--- config.mk ---
export PLATFORM = sky130hd
export DESIGN_NAME = instruction_sequencer
export DESIGN_NICKNAME = d
export VERILOG_FILES = /design/src/rtl/instruction_sequencer.sv
export SDC_FILE = /design/constraint.sdc
export NUM_CORES = 1
export LEC_CHECK = 0
export BUFFER_PORTS_ARGS = -buffer_cell sky130_fd_sc_hd__clkbuf_2
export CAP_MARGIN = 30
export CORE_UTILIZATION = 39
export DETAILED_ROUTE_END_ITERATION = 8
export GPL_TIMING_DRIVEN = 0
export PLACE_DENSITY = 0.72
export SYNTH_ARGS = -nofsm -noshare
export SYNTH_HDL_FRONTEND = slang
export SYNTH_SLANG_ARGS = --single-unit
--- constraint.sdc ---
create_clock -name i_CLK -period 1.6 [get_ports i_CLK]
set_input_delay 0.08 -clock i_CLK [delete_from_list [all_inputs] [get_ports i_CLK]]
set_output_delay 0.08 -clock i_CLK [all_outputs]
set_load 0.01 [all_outputs]
--- src/rtl/instruction_sequencer.sv ---
`default_nettype none
// ============================================================================
// Module  : instruction_sequencer
// Brief   : Single-clock fetch/decode/execute/writeback enable sequencer.
//           Optional single-step support enabled by defining SINGLE_STEP_EN.
// Revision: 1.0 - initial release
// ============================================================================
module instruction_sequencer #(
  parameter int MEM_WAIT = 1
) (
  input  logic        i_CLK,
  input  logic        i_RST,
  input  logic        i_RUN,
  input  logic        i_STEP,
  input  logic        i_HALT,
  output logic        o_FETCH_EN,
  output logic        o_ALU_EN,
  output logic        o_WB_EN,
  output logic        o_PC_EN,
  output logic [2:0]  o_STATE,
  output logic        o_BUSY,
  output logic        o_HALTED,
  output logic [15:0] o_INSTR_CNT
);

  typedef enum logic [2:0] {
    S_IDLE      = 3'd0,
    S_FETCH     = 3'd1,
    S_DECODE    = 3'd2,
    S_EXECUTE   = 3'd3,
    S_WRITEBACK = 3'd4,
    S_HALTED    = 3'd5
  } state_t;

  localparam logic [3:0] c_WAIT_LAST = 4'(MEM_WAIT);

  state_t      r_state;
  state_t      w_next;
  logic [3:0]  r_wait_cnt;
  logic [3:0]  w_wait_nxt;
  logic        r_rst_seen;
  logic        w_start;
  logic [15:0] r_instr_cnt;

`ifdef SINGLE_STEP_EN
  logic r_step_q;

  always_ff @(posedge i_CLK or negedge i_RST) begin
    if (!i_RST) r_step_q <= 1'b0;
    else        r_step_q <= i_STEP;
  end

  // Run takes priority; a step edge only matters when run is low.
  assign w_start = r_rst_seen & (i_RUN | (i_STEP & ~r_step_q));
`else
  logic w_unused_step;
  assign w_unused_step = i_STEP;
  assign w_start       = r_rst_seen & i_RUN;
`endif

  // Reset release is taken on the first edge, so IDLE can only be left on the second.
  always_ff @(posedge i_CLK or negedge i_RST) begin
    if (!i_RST) begin
      r_state    <= S_IDLE;
      r_wait_cnt <= 4'd0;
      r_rst_seen <= 1'b0;
    end else begin
      r_state    <= w_next;
      r_wait_cnt <= w_wait_nxt;
      r_rst_seen <= 1'b1;
    end
  end

  always_comb begin
    w_next     = r_state;
    w_wait_nxt = 4'd0;
    case (r_state)
      S_IDLE:      if (w_start) w_next = S_FETCH;
      S_FETCH: begin
        if (r_wait_cnt == c_WAIT_LAST) begin
          w_next = S_DECODE;
        end else begin
          w_next     = S_FETCH;
          w_wait_nxt = r_wait_cnt + 4'd1;
        end
      end
      S_DECODE:    w_next = i_HALT ? S_HALTED : S_EXECUTE;
      S_EXECUTE:   w_next = S_WRITEBACK;
      S_WRITEBACK: w_next = i_RUN ? S_FETCH : S_IDLE;
      S_HALTED:    w_next = S_HALTED;
      default:     w_next = S_IDLE;
    endcase
  end

  always_ff @(posedge i_CLK or negedge i_RST) begin
    if (!i_RST) begin
      r_instr_cnt <= 16'd0;
    end else if ((r_state == S_WRITEBACK) && (r_instr_cnt != 16'hFFFF)) begin
      r_instr_cnt <= r_instr_cnt + 16'd1;
    end
  end

  assign o_FETCH_EN  = (r_state == S_FETCH);
  assign o_ALU_EN    = (r_state == S_EXECUTE);
  assign o_WB_EN     = (r_state == S_WRITEBACK);
  assign o_PC_EN     = (r_state == S_WRITEBACK);
  assign o_BUSY      = (r_state == S_FETCH) || (r_state == S_DECODE) ||
                       (r_state == S_EXECUTE) || (r_state == S_WRITEBACK);
  assign o_HALTED    = (r_state == S_HALTED);
  assign o_STATE     = r_state;
  assign o_INSTR_CNT = r_instr_cnt;

endmodule
`default_nettype wire

======== Word level (Yosys, flattened, before mapping) ========
Cells that the tools add are included.
storage, ports and cells
  register bits after elaboration ......... 24
  input bits .............................. 5
  word-level logic and storage cells ...... 27
  output and inout port bits .............. 25
operators by class
  bitwise gates (word level) .............. 1
  muxes and demuxes ....................... 7
  $add $sub $neg .......................... 2
  reduce and logical (&&, ||, !) cells .... 5
  equal/unequal tests ..................... 8
operator list
  kind                                           number
  case mux 3 bit (6 select lines)                1
  adder 16 x 1 -> 16 bit, second input constant  1
  inequality test 16 bit, second input constant  1
  two-way mux 4 bit                              2
  == test 3 x 2 -> 1 bit, second input constant  2
  == test 3 bit, second input constant           2
  two-way mux 3 bit                              2
  adder 4 x 1 -> 4 bit, second input constant    1
  == test 4 x 1 -> 1 bit, second input constant  1
  == test 3 x 1 -> 1 bit, second input constant  1
  zero test 3 bit                                1
  logical OR 1 bit                               3
  two-way mux 2 bit                              1
  inequality test 2 bit, second input constant   1
  AND 1 bit                                      1
  logical AND 1 bit                              1
  two-way mux 1 bit                              1

======== Logic depth before layout (Yosys ltp) ========
Gate-level depths: netlist of run 1.
  depth in word-level cells ............... 4
  mapped depth ............................ 6
  depth with buffers taken out ............ 5

======== Least setup slack after synthesis of run 1 ========
OpenSTA, ideal clock, no wires.
  path kind ............................... reg-to-reg
  start point ............................. reg r_state[2] (netlist: o_STATE[2])
  end point ............................... reg r_instr_cnt[13] (netlist: o_INSTR_CNT[13])
  library setup time ...................... 0.125 ns
  required time ........................... 1.475 ns
  arrival ................................. 1.661 ns
  path buffers ............................ 1
  stages on the path, launching flop included .. 7
  clock period less this slack ............ 1.786 ns
  slack ................................... -0.186 ns
  path through ............................ dfrtp_1 buf_4 or3b_4 inv_4 nand3_4 nor3_1 mux2_2
on the way
  word-level cells in the longest chain between the ends .. 2
RTL lines
  item                      line  source
  start: declaration        37    state_t r_state;
  start signal: assignment  68    r_state <= w_next;
  == test 3 bit             -
  net o_PC_EN               19    output logic o_PC_EN,
  logical AND 1 bit         98    end else if ((r_state == S_WRITEBACK) && (r_instr_cnt != 16'hFFFF)) begin
  end signal: assignment    99    r_instr_cnt <= r_instr_cnt + 16'd1;
  end: declaration          43    logic [15:0] r_instr_cnt;
The timed path passes the listed nets, and every way through them passes these cells.
A chain may end at the register's enable or synchronous reset.

======== Final worst setup path of run 1 ========
  start point ............................. reg r_state[0] (netlist: o_STATE[0])
  end point ............................... reg r_instr_cnt[11] (netlist: o_INSTR_CNT[11])
on the way
  word-level cells in the longest chain between the ends .. 2
RTL lines
  item               line
  == test 3 bit      98
  logical AND 1 bit  98
Every way passes these cells.

==> summary.md, run 1 <==
| Metric | Value |
|---|---|
| Status | finished, violations left |
| Failing checks | setup timing |
| All-Layer GR Usage | 17.4% |
| Vias | approximately 1000 |
| Die area | around 3400 um2 |
| Final setup viols | 1 |
| Dpl hpwl | around 1700 um |
| Syn Std Cell Area | about 1300 um2 |
| RSZ-0062 raised after global routing | yes |
| Slowest cell on crit path | or3b_4 |
| Crit Path Class | reg2reg |
| Synthesis Warnings | 0 |
| # IOs | 30 |
| Peak VDD IR | between 0.0004 and 0.0005 V |
| Hold path depth | 4 |
| Vias in the first global route | between 1000 and 1500 |
| Pwr/cell area | roughly 1100 nW/um2 |
| Yosys reg bits | 24 |
| Pin count of the biggest net entering global routing | 25 |
| Post-synthesis compound-gate area fraction | 6.10% |
| Synth cell count leaders | dfrtp_1 (24), nor2_1 (11), xor2_1 (8), nand2_1 (7), xnor2_1 (7) |
| Pre-CTS WS | -0.183 ns |
| Count leader, synth | dfrtp_1 |
| Crit. End Element | register |
| Delay-heaviest family, CP | simple AND/OR/NAND/NOR gates |
| Synth Area in Adders | approximately 3.0% |
| Fin. Hold Viols | 0 |
| Fin worst setup slack | -0.0124 ns |
| Synth Flop Type | dfrtp_1 |
| Fmax | between 0.6 and 0.7 GHz |
| Post-synth EDFFs | 0 |
| Clk_lat worst skew | slightly above 0.3 ns |
| Layout overhead on the synthesized area | 34.5% |
| Leakage power | ~0.00085 uW |
| First-pass GRT wire length | between 4000 and 5000 um |
| Synth Area in XOR/XNOR | 10.5% |
| CP arrival | about 1.9 ns |
| Initial Util | between 40% and 50% |
| Synth top area cells | dfrtp_1 (48%), xor2_1 (5.6%), xnor2_1 (4.9%) |
| Required time of the worst setup path | 1.85 ns |
| DRC errors left | 0 |
| Buffers on Ports | 28 |
| Startpoint Class | register |
| Rows | 20 |
| Post-synth top area share | between 40 and 50% |
| Worst Hold Class | in2reg |
| Crit path cell chain | or3b_4 -> inv_4 -> nand3_4 -> buf_8 -> nor3_1 -> xor2_1 |
| Post-DRT Antenna Nets | 0 |
| Fraction of layout cells with a size suffix above 1 | 41.9% |
| Crit path depth | 6 |
| Avg Inst Size Synth | 11.1 um2 |
| Clock skew | between 0.003 and 0.004 ns |
| Tcrit/Tclk final | 101% |
| Antenna cell count | 0 |
| Simple-Gate Fraction of Synth Area | between 20% and 30% |
| Total core area | between 3000 and 4000 um2 |
| Drt pass-1 iters | 4 |
| Main combinational cell family by area after synthesis | simple AND/OR/NAND/NOR gates |
| Slew headroom | 61.0% |
| Multiplexer share of the synthesized area | 2.70% |
| FF-to-FF path depth | 6 |
| CTS Buffer Depth | 2 |
| Die width | 58.6 um |
| Drt wl/cell | between 10 and 15 um |
| Slew Limit Fails | 0 |
| Seq/Total Area, Yosys | between 40% and 50% |
| Final net count | between 150 and 200 |
| Worst Tran Pin Value | about 0.59 ns |
| Critical path's largest stage delay | 0.44 ns |
| Root buffer cell | clkbuf_4 |
| Synth Instances | roughly 110 |
| Initial DRC Count | 50 |
| Clock transition at the registers of the reported paths | ~0.12 ns |
| H-tree level count | 1 |
| Tmin final | around 1.6 ns |
| Drt total wl | between 2000 and 3000 um |
| Initial antenna violation count | 0 |
| # Max-Cap Violations | 0 |
| GR Overflow Total | 0 |
| Sink Count | 24 |
| CTS tree | built |
| Die extent in y | ~60 um |
| Synthesized Nets | about 120 |
| CTS Buf Count | 3 |
| Distinct cell type count after synthesis | 40 |
| Asr flop ratio synth | 100% |
| Crit-path max FO | 5 |
| Fin util | a little under three fifths |
| Final Wtd Congestion | 0.718 |
| Drt via density | around 5.0 |
| Worst Path Buf+Inv | 2 |
| Cell taking the most area after synthesis | dfrtp_1 |
path summary, 6_finish.rpt:
path	endpoint	startpoint	slack, ns
setup / recovery	o_INSTR_CNT[11]	o_STATE[0]	-0.01
hold / removal	o_STATE[2]	i_HALT	0.10
setup reg to reg	o_INSTR_CNT[11]	o_STATE[0]	-0.01
hold reg to reg	r_wait_cnt[0]	r_wait_cnt[0]	0.50
max in group asynchronous	o_STATE[1]	i_RST	0.90
min in group asynchronous	o_INSTR_CNT[0]	i_RST	0.29
per-layer routing:
layer / vias to the layer above / GRT usage (%) / wire [um]
li1: 494 / - / -
met4: 0 / 3.74 / 21
met1: 495 / 18.9 / 1090
met3: 2 / 4.18 / 130
met5: - / 0 / 0
met2: 27 / 33.8 / 1440
worst register-to-register path: stages, from the launching register on:
cell	delay, ns
dfrtp_1	0.40
or3b_4	0.44
inv_4	0.09
nand3_4	0.09
buf_8	0.17
nor3_1	0.20
xor2_1	0.16
power by group:
part           internal (uW)  total [uW]  switching (uW)  leakage, uW
clock                    139         315             176    0.0000210
sequential               707         796            88.7     0.000319
combinational            408         818             410     0.000506
total                   1250        1930             675     0.000846
cell families (layout without fill, tap and decap cells):
logic type | after synthesis | in the layout
simple gates | 52 | 52
other cells | 1 | 1
xor+xnor | 15 | 15
compound gates | 11 | 11
mux | 3 | 3
fa+ha+maj | 3 | 3
flops | 24 | 24
buf+inv | 4 | 51
metrics by stage:
stage	area [um2]	setup TNS [ns]	hold WS [ns]	total power, uW	instances
after floorplan	1260	-0.144	-0.216	1230	113
after global placement	1460	-0.290	0.106	1430	185
after detailed placement	1460	-0.452	0.115	1450	185
after CTS	1660	-0.279	0.0778	1940	205
after global routing	1680	-0.520	0.117	2070	204
final	1680	-0.0124	0.105	1930	204
state kept, by name, summed over array words and instances, names as in the netlist:
signal       flops
o_STATE          3
r_rst_seen       1
r_wait_cnt       4
o_INSTR_CNT     16
what timing repair did:
| action | in CTS | in global routing |
|---|---|---|
| buffers inserted | 14 | 0 |
| endpoints found under the setup margin | 12 | 15 |
| hold endpoints to repair | 25 | 0 |
| hold buffers | 2 | 0 |
| resized for setup | 11 | 8 |
| pin swaps | 9 | 6 |
layout by cell type, fill, tap and decap left out, types with 2 or more instances in the layout:
cell type      instances
and2_1                 3
and3_1                 2
buf_4                 15
clkbuf_2              26
clkbuf_4               3
dfrtp_1               22
dfrtp_2                2
dlygate4sd3_1          2
ha_1                   2
mux2_2                 2
nand2_1                7
nand3_1                4
nand4_1                5
nor2_1                11
nor2_4                 2
nor3_4                 3
nor4_4                 2
o21ai_0                2
xnor2_1                7
xor2_1                 8
area by class of cell:
type	instances	area, um2
Buffer	1	7.51
Clock buffer	4	36.3
Fill cell	286	1370
Inverter	2	10.0
Multi-Input combinational cell	85	689
Sequential cell	24	603
Tap cell	44	55.1
Timing Repair Buffer	44	282
No activity file was read; power rests on OpenSTA's default activity.
==> run 2: changes to the inputs <==
--- a/config.mk
+++ b/config.mk
@@ -11,6 +11,7 @@
 export DETAILED_ROUTE_END_ITERATION = 8
 export GPL_TIMING_DRIVEN = 0
 export PLACE_DENSITY = 0.72
+export SKIP_LAST_GASP = 1
 export SYNTH_ARGS = -nofsm -noshare
 export SYNTH_HDL_FRONTEND = slang
 export SYNTH_SLANG_ARGS = --single-unit
==> run 2 against run 1 <==
Compared with the run above: worst setup slack got worse by 0.0047 ns; final area decreased by 0.37%; combinational power decreased by 2%; the flow still finishes with violations (setup timing); clock-buffer cell count unchanged.
==> summary.md, run 2 (same netlist as run 1, synthesis figures left out) <==
| Metric | Value |
|---|---|
| H-tree level count | 1 (unchanged) |
| Clk_lat worst skew | 0.31 ns (about the same) |
| Highest-count cells in the layout ignoring fill and taps | clkbuf_2 (26), dfrtp_1 (22), buf_4 (14), nor2_1 (11), xor2_1 (8) |
| Clock transition at the registers of the reported paths | 0.13 ns (about the same) |
| FF-to-FF path depth | 5 (-1) |
| Tcrit/Tclk final | 101% (+0.29 points) |
| Max FFs per register | 16 (unchanged) |
| All-Layer GR Usage | 17.1% (-0.28 points) |
| Worst Tran Pin Value | 0.583 ns (-0.00280 ns) |
| Tmin final | 1.62 ns (+0.00468 ns) |
| Fraction of layout cells with a size suffix above 1 | 41.3% (-0.63 points) |
| Buffers on Ports | 28 (unchanged) |
| Die width | 58.6 um (unchanged) |
| Fin worst setup slack | -0.0171 ns (-0.00468 ns) |
| Hold Slack | 0.105 ns (-0.000357 ns) |
| CTS tree | built |
| Pwr/cell area | 1140 nW/um2 (-0.49%) |
| DRC errors left | 0 (unchanged) |
| Pin count of the biggest net entering global routing | 25 (unchanged) |
| Drt pass-1 iters | 4 (unchanged) |
| Placed cells | 185 (unchanged) |
| Peak VDD IR | 0.000486 V (about the same) |
| Total power draw | 1910 uW (-0.86%) |
| # IOs | 30 (unchanged) |
| Sink Count | 24 (unchanged) |
| # Max-Cap Violations | 0 (unchanged) |
| Pre-CTS WS | -0.183 ns (unchanged) |
| Psw | 667 uW (-1.1%) |
| Initial antenna violation count | 0 (unchanged) |
| Status | finished, violations left |
| Startpoint Class | register |
| Final net count | 169 (unchanged) |
| Drt wl/cell | 12.9 um (-1.9%) |
| Drt total wl | 2630 um (-1.9%) |
| Final setup viols | 2 (+1) |
| Initial Util | 41.0% (unchanged) |
| Die extent in y | 58.6 um (unchanged) |
| Internal power | 1240 uW (-0.76%) |
| Slew Limit Fails | 0 (unchanged) |
| Post-DRT Antenna Nets | 0 (unchanged) |
| CTS Buf Count | 3 (unchanged) |
| Vias in the first global route | 1030 (-2.5%) |
| CTS Buffer Depth | 2 (unchanged) |
| CP arrival | 1.83 ns (-0.03 ns) |
| Commonest non-fill, non-tap cell in the layout | clkbuf_2 |
| First-pass GRT wire length | 4480 um (-1.5%) |
| Power share of the combinational group | 41.9% (-0.5 points) |
| Fin. Hold Viols | 0 (unchanged) |
| Final Non-Filler Cells | 204 (unchanged) |
| Antenna cell count | 0 (unchanged) |
| Required time of the worst setup path | 1.81 ns (-0.04 ns) |
| Sequential Power Share | 41.6% (+0.3 points) |
| Crit. End Element | register |
| TNS Setup | -0.0334 ns (-0.0210 ns) |
| Hold path depth | 4 (unchanged) |
| Sw Share | 34.9% (-0.067 points) |
| Fmax | 0.618 GHz (-0.29%) |
| Initial DRC Count | 45 (-10%) |
| Final Wtd Congestion | 0.718 (unchanged) |
| Failing checks | setup timing |
| Total core area | 3050 um2 (unchanged) |
| Root buffer cell | clkbuf_4 |
| Slew headroom | 61.2% (+0.19 points) |
| Worst Hold Class | in2reg |
| Vias | 1031 (+1.3%) |
| Leakage power | 0.000842 uW (-0.46%) |
| Crit Path Class | reg2reg |
| Die area | 3440 um2 (unchanged) |
| Clock skew | 0.00369 ns (+0.0000916 ns) |
| Clock Power Share | 16.5% (+0.2 points) |
| Layout overhead on the synthesized area | 34.0% |
| Dpl hpwl | 1750 um (unchanged) |
| Rows | 20 (unchanged) |
| RSZ-0062 raised after global routing | yes |
| Drt via density | 5.05 (+1.3%) |
| GR Overflow Total | 0 (unchanged) |
| Crit-path max FO | 5 (unchanged) |
[run 2: cell counts in the layout (fill, tap and decap cells not counted)]
No cell type changed its count.
[run 2: critical path: stages, from the launching register on]
cell	delay, ns
dfrtp_1	0.44
nand3_1	0.24
nor4_4	0.38
buf_4	0.17
nor2_4	0.03
mux2_2	0.25
[run 2: layout make-up]
cell class,count,area (um2)
buffer,1,7.51
timing repair buffer,44,285
fill,288,1380
tap,44,55.1
inverter,2,10.0
sequential,24,603
multi-input combinational,85,679
clock buffer,4,36.3
[run 2: path summary, 6_finish.rpt]
| check | slack [ns] | end | startpoint |
|---|---|---|---|
| setup / recovery | -0.02 | o_INSTR_CNT[1] | o_INSTR_CNT[8] |
| hold / removal | 0.10 | o_STATE[2] | i_HALT |
| setup reg to reg | -0.02 | o_INSTR_CNT[1] | o_INSTR_CNT[8] |
| hold reg to reg | 0.50 | r_wait_cnt[0] | r_wait_cnt[0] |
| max in group asynchronous | 0.90 | o_STATE[1] | i_RST |
| min in group asynchronous | 0.29 | o_INSTR_CNT[0] | i_RST |
[run 2: through the flow]
stage	instance area, um2	utilization [%]
floorplan	1260	-
global placement	1460	47.7
detailed placement	1460	47.7
CTS	1650	54.1
global route	1680	54.9
finish	1680	54.9
[run 2: layer usage]
metal	wire length, um	global-route usage [%]	part of all wire, %	vias to the layer above
li1	-	-	-	497
met1	1080	19.5	41	505
met2	1400	32.2	53	27
met3	126	4.18	4.8	2
met4	21	3.74	0.80	0
met5	0	0	0	-
[run 2: repair_timing]
action	CTS	global route
resized for setup	8	10
cloned	0	0
endpoints found under the setup margin	12	14
hold buffers	2	0
endpoints found under the hold margin	25	0
pin swaps	9	6
buffers inserted	14	0
[run 2: power by group through the flow]
stage	Combinational [uW]	Clock (uW)	Sequential, uW
after floorplan	368	0	859
after global placement	593	0	837
after detailed placement	608	0	841
after CTS	790	335	790
after global routing	888	350	807
final	801	315	796
==> run 3: changes to the inputs <==
--- a/config.mk
+++ b/config.mk
@@ -7,6 +7,7 @@
 export LEC_CHECK = 0
 export BUFFER_PORTS_ARGS = -buffer_cell sky130_fd_sc_hd__clkbuf_2
 export CAP_MARGIN = 30
+export CORE_MARGIN = 2
 export CORE_UTILIZATION = 39
 export DETAILED_ROUTE_END_ITERATION = 8
 export GPL_TIMING_DRIVEN = 0
==> run 3 against run 2 <==
Compared with the run above: the run still ends with setup timing left; sequential share of layout area up 0.26 points; register-to-register slack worse by 0.03 ns; worst setup slack worse by 0.030 ns; power down 3.3%; final area down 0.52%; critical endpoint is now o_INSTR_CNT[13]; largest cell class unchanged.
==> summary.md, run 3 (same netlist as run 1, synthesis figures left out) <==
| Metric | Value |
|---|---|
| Status | finished, violations left |
| Failing checks | setup timing |
| Crit Path Class | reg2reg |
| Fin. Hold Viols | 0 (unchanged) |
| RSZ-0062 raised after global routing | yes |
| Vias | 1019 (-1.2%) |
| Pin count of the biggest net entering global routing | 25 (unchanged) |
| Peak VDD IR | 0.000471 V (-3.1%) |
| Sequential Area | 604 um2 (+0.21%) |
| H-tree level count | 1 (unchanged) |
| Clk_lat worst skew | 0.32 ns (about the same) |
| Buffers on Ports | 28 (unchanged) |
| All-Layer GR Usage | 15.7% (-1.4 points) |
| CP arrival | 1.87 ns (+0.04 ns) |
| Fillers | 294 (+2.1%) |
| # Max-Cap Violations | 0 (unchanged) |
| Drt wl/cell | 12.9 um (+0.53%) |
| Clock transition at the registers of the reported paths | 0.12 ns (about the same) |
| Die area | 3680 um2 (+6.9%) |
| Final Non-Filler Cells | 204 (unchanged) |
| Die extent in y | 60.6 um (+3.4%) |
| Dpl hpwl | 1760 um (+0.81%) |
| Post-DRT Antenna Nets | 0 (unchanged) |
| Die width | 60.6 um (+3.4%) |
| Root buffer cell | clkbuf_4 |
| Commonest non-fill, non-tap cell in the layout | clkbuf_2 |
| Initial DRC Count | 56 (+24%) |
| Total power draw | 1850 uW (-3.3%) |
| Worst Hold Class | in2reg |
| Antenna cell count | 0 (unchanged) |
| CTS tree | built |
| Required time of the worst setup path | 1.82 ns (about the same) |
| Slew headroom | 59.5% (-1.6 points) |
| Final setup viols | 4 (+2) |
| Final net count | 170 (+0.59%) |
| CTS Buffer Depth | 2 (unchanged) |
| CTS Buf Count | 3 (unchanged) |
| Critical path's largest stage delay | 0.44 ns (about the same) |
| Final Wtd Congestion | 0.735 (+2.3%) |
| Crit-path max FO | 4 (-1) |
| Drt pass-1 iters | 5 (+1) |
| TNS Setup | -0.0836 ns (-0.0502 ns) |
| Startpoint Class | register |
| Layout overhead on the synthesized area | 33.3% |
| Worst Tran Pin Value | 0.607 ns (+0.0247 ns) |
| Highest-count cells in the layout ignoring fill and taps | clkbuf_2 (26), dfrtp_1 (21), buf_4 (15), nor2_1 (10), xor2_1 (8) |
| Delay-heaviest family, CP | simple AND/OR/NAND/NOR gates |
| Initial antenna violation count | 0 (unchanged) |
| Vias in the first global route | 978 (-5.0%) |
| Slowest cell on crit path | dfrtp_2 |
| Initial Util | 41.0% (unchanged) |
| Drt total wl | 2640 um (+0.53%) |
| Max FFs per register | 16 (unchanged) |
| Tcrit/Tclk final | 103% (+1.9 points) |
| Crit path cell chain | or3b_4 -> inv_4 -> nand3_4 -> nor3_4 -> mux2_2 |
| Pwr/cell area | 1110 nW/um2 (-2.7%) |
| Worst Path Buf+Inv | 1 (unchanged) |
| DRC errors left | 0 (unchanged) |
| Sink Count | 24 (unchanged) |
| Placed cells | 185 (unchanged) |
| Drt via density | 5.00 (-1.2%) |
| # IOs | 30 (unchanged) |
| Clock skew | 0.00425 ns (+0.000560 ns) |
| Rows | 20 (unchanged) |
| GR Overflow Total | 0 (unchanged) |
| Fmax | 0.607 GHz (-1.8%) |
| Total core area | 3050 um2 (unchanged) |
| Slew Limit Fails | 0 (unchanged) |
| First-pass GRT wire length | 4250 um (-5.1%) |
| Multi-input logic area | 669 um2 (-1.5%) |
| Tmin final | 1.65 ns (+0.0303 ns) |
| Fraction of layout cells with a size suffix above 1 | 43.1% (+1.9 points) |
| Leakage power | 0.000826 uW (-1.9%) |
| Crit. End Element | register |
| Fin worst setup slack | -0.0475 ns (-0.0303 ns) |
==> run 3: layout make-up <==
class	instances	area share, %
flip-flops and latches	24	36.2
clock buffers	3	1.35
repair buffers	45	17.9
multi-input cells	85	40.1
inverters	2	0.600
well taps	44	3.30
plain buffers	1	0.450
==> run 3: worst paths after layout <==
check	from	endpoint	slack (ns)	cells past startpoint
hold / removal	i_RUN	o_STATE[0]	0.02	3
min in group asynchronous	i_RST	o_INSTR_CNT[6]	0.28	2
max in group asynchronous	i_RST	o_STATE[0]	0.89	2
setup reg to reg	o_STATE[0]	o_INSTR_CNT[13]	-0.05	5
setup / recovery	o_STATE[0]	o_INSTR_CNT[13]	-0.05	5
hold reg to reg	r_wait_cnt[0]	r_wait_cnt[0]	0.52	1
==> run 3: metal layers <==
metal | share of wire [%] | track usage, %
met5 | 0 | 0
met4 | 1.4 | 5.59
met3 | 4.9 | 2.77
met2 | 49 | 26.6
met1 | 45 | 20.2
==> run 3: report_power, final <==
group	switching [uW]	internal [uW]	leakage, uW
clock	176	88.5	0.0000138
sequential	93.0	710	0.000318
combinational	394	389	0.000494
==> run 3: tightest hold or removal path, stage by stage <==
cell and delay [ns]:
clkbuf_2 0.08, o21ai_0 0.07, a221oi_1 0.08
==> run 3: through the flow <==
step | instance area, um2 | hold slack [ns] | util [%] | setup slack [ns]
6_report | 1670 | 0.0227 | 54.6 | -0.0475
4_1_cts | 1630 | 0.0242 | 53.5 | -0.0609
3_3_place_gp | 1460 | 0.114 | 47.7 | -0.149
5_1_grt | 1670 | 0.0272 | 54.6 | -0.117
3_5_place_dp | 1460 | 0.125 | 47.7 | -0.177
2_1_floorplan | 1260 | -0.216 | - | -0.137
==> run 3: timing repair <==
item,in CTS,in global routing
pin swaps,6,2
resized for setup,7,9
endpoints found under the hold margin,24,0
buffers inserted,14,2
endpoints found under the setup margin,13,12
hold buffers,1,0
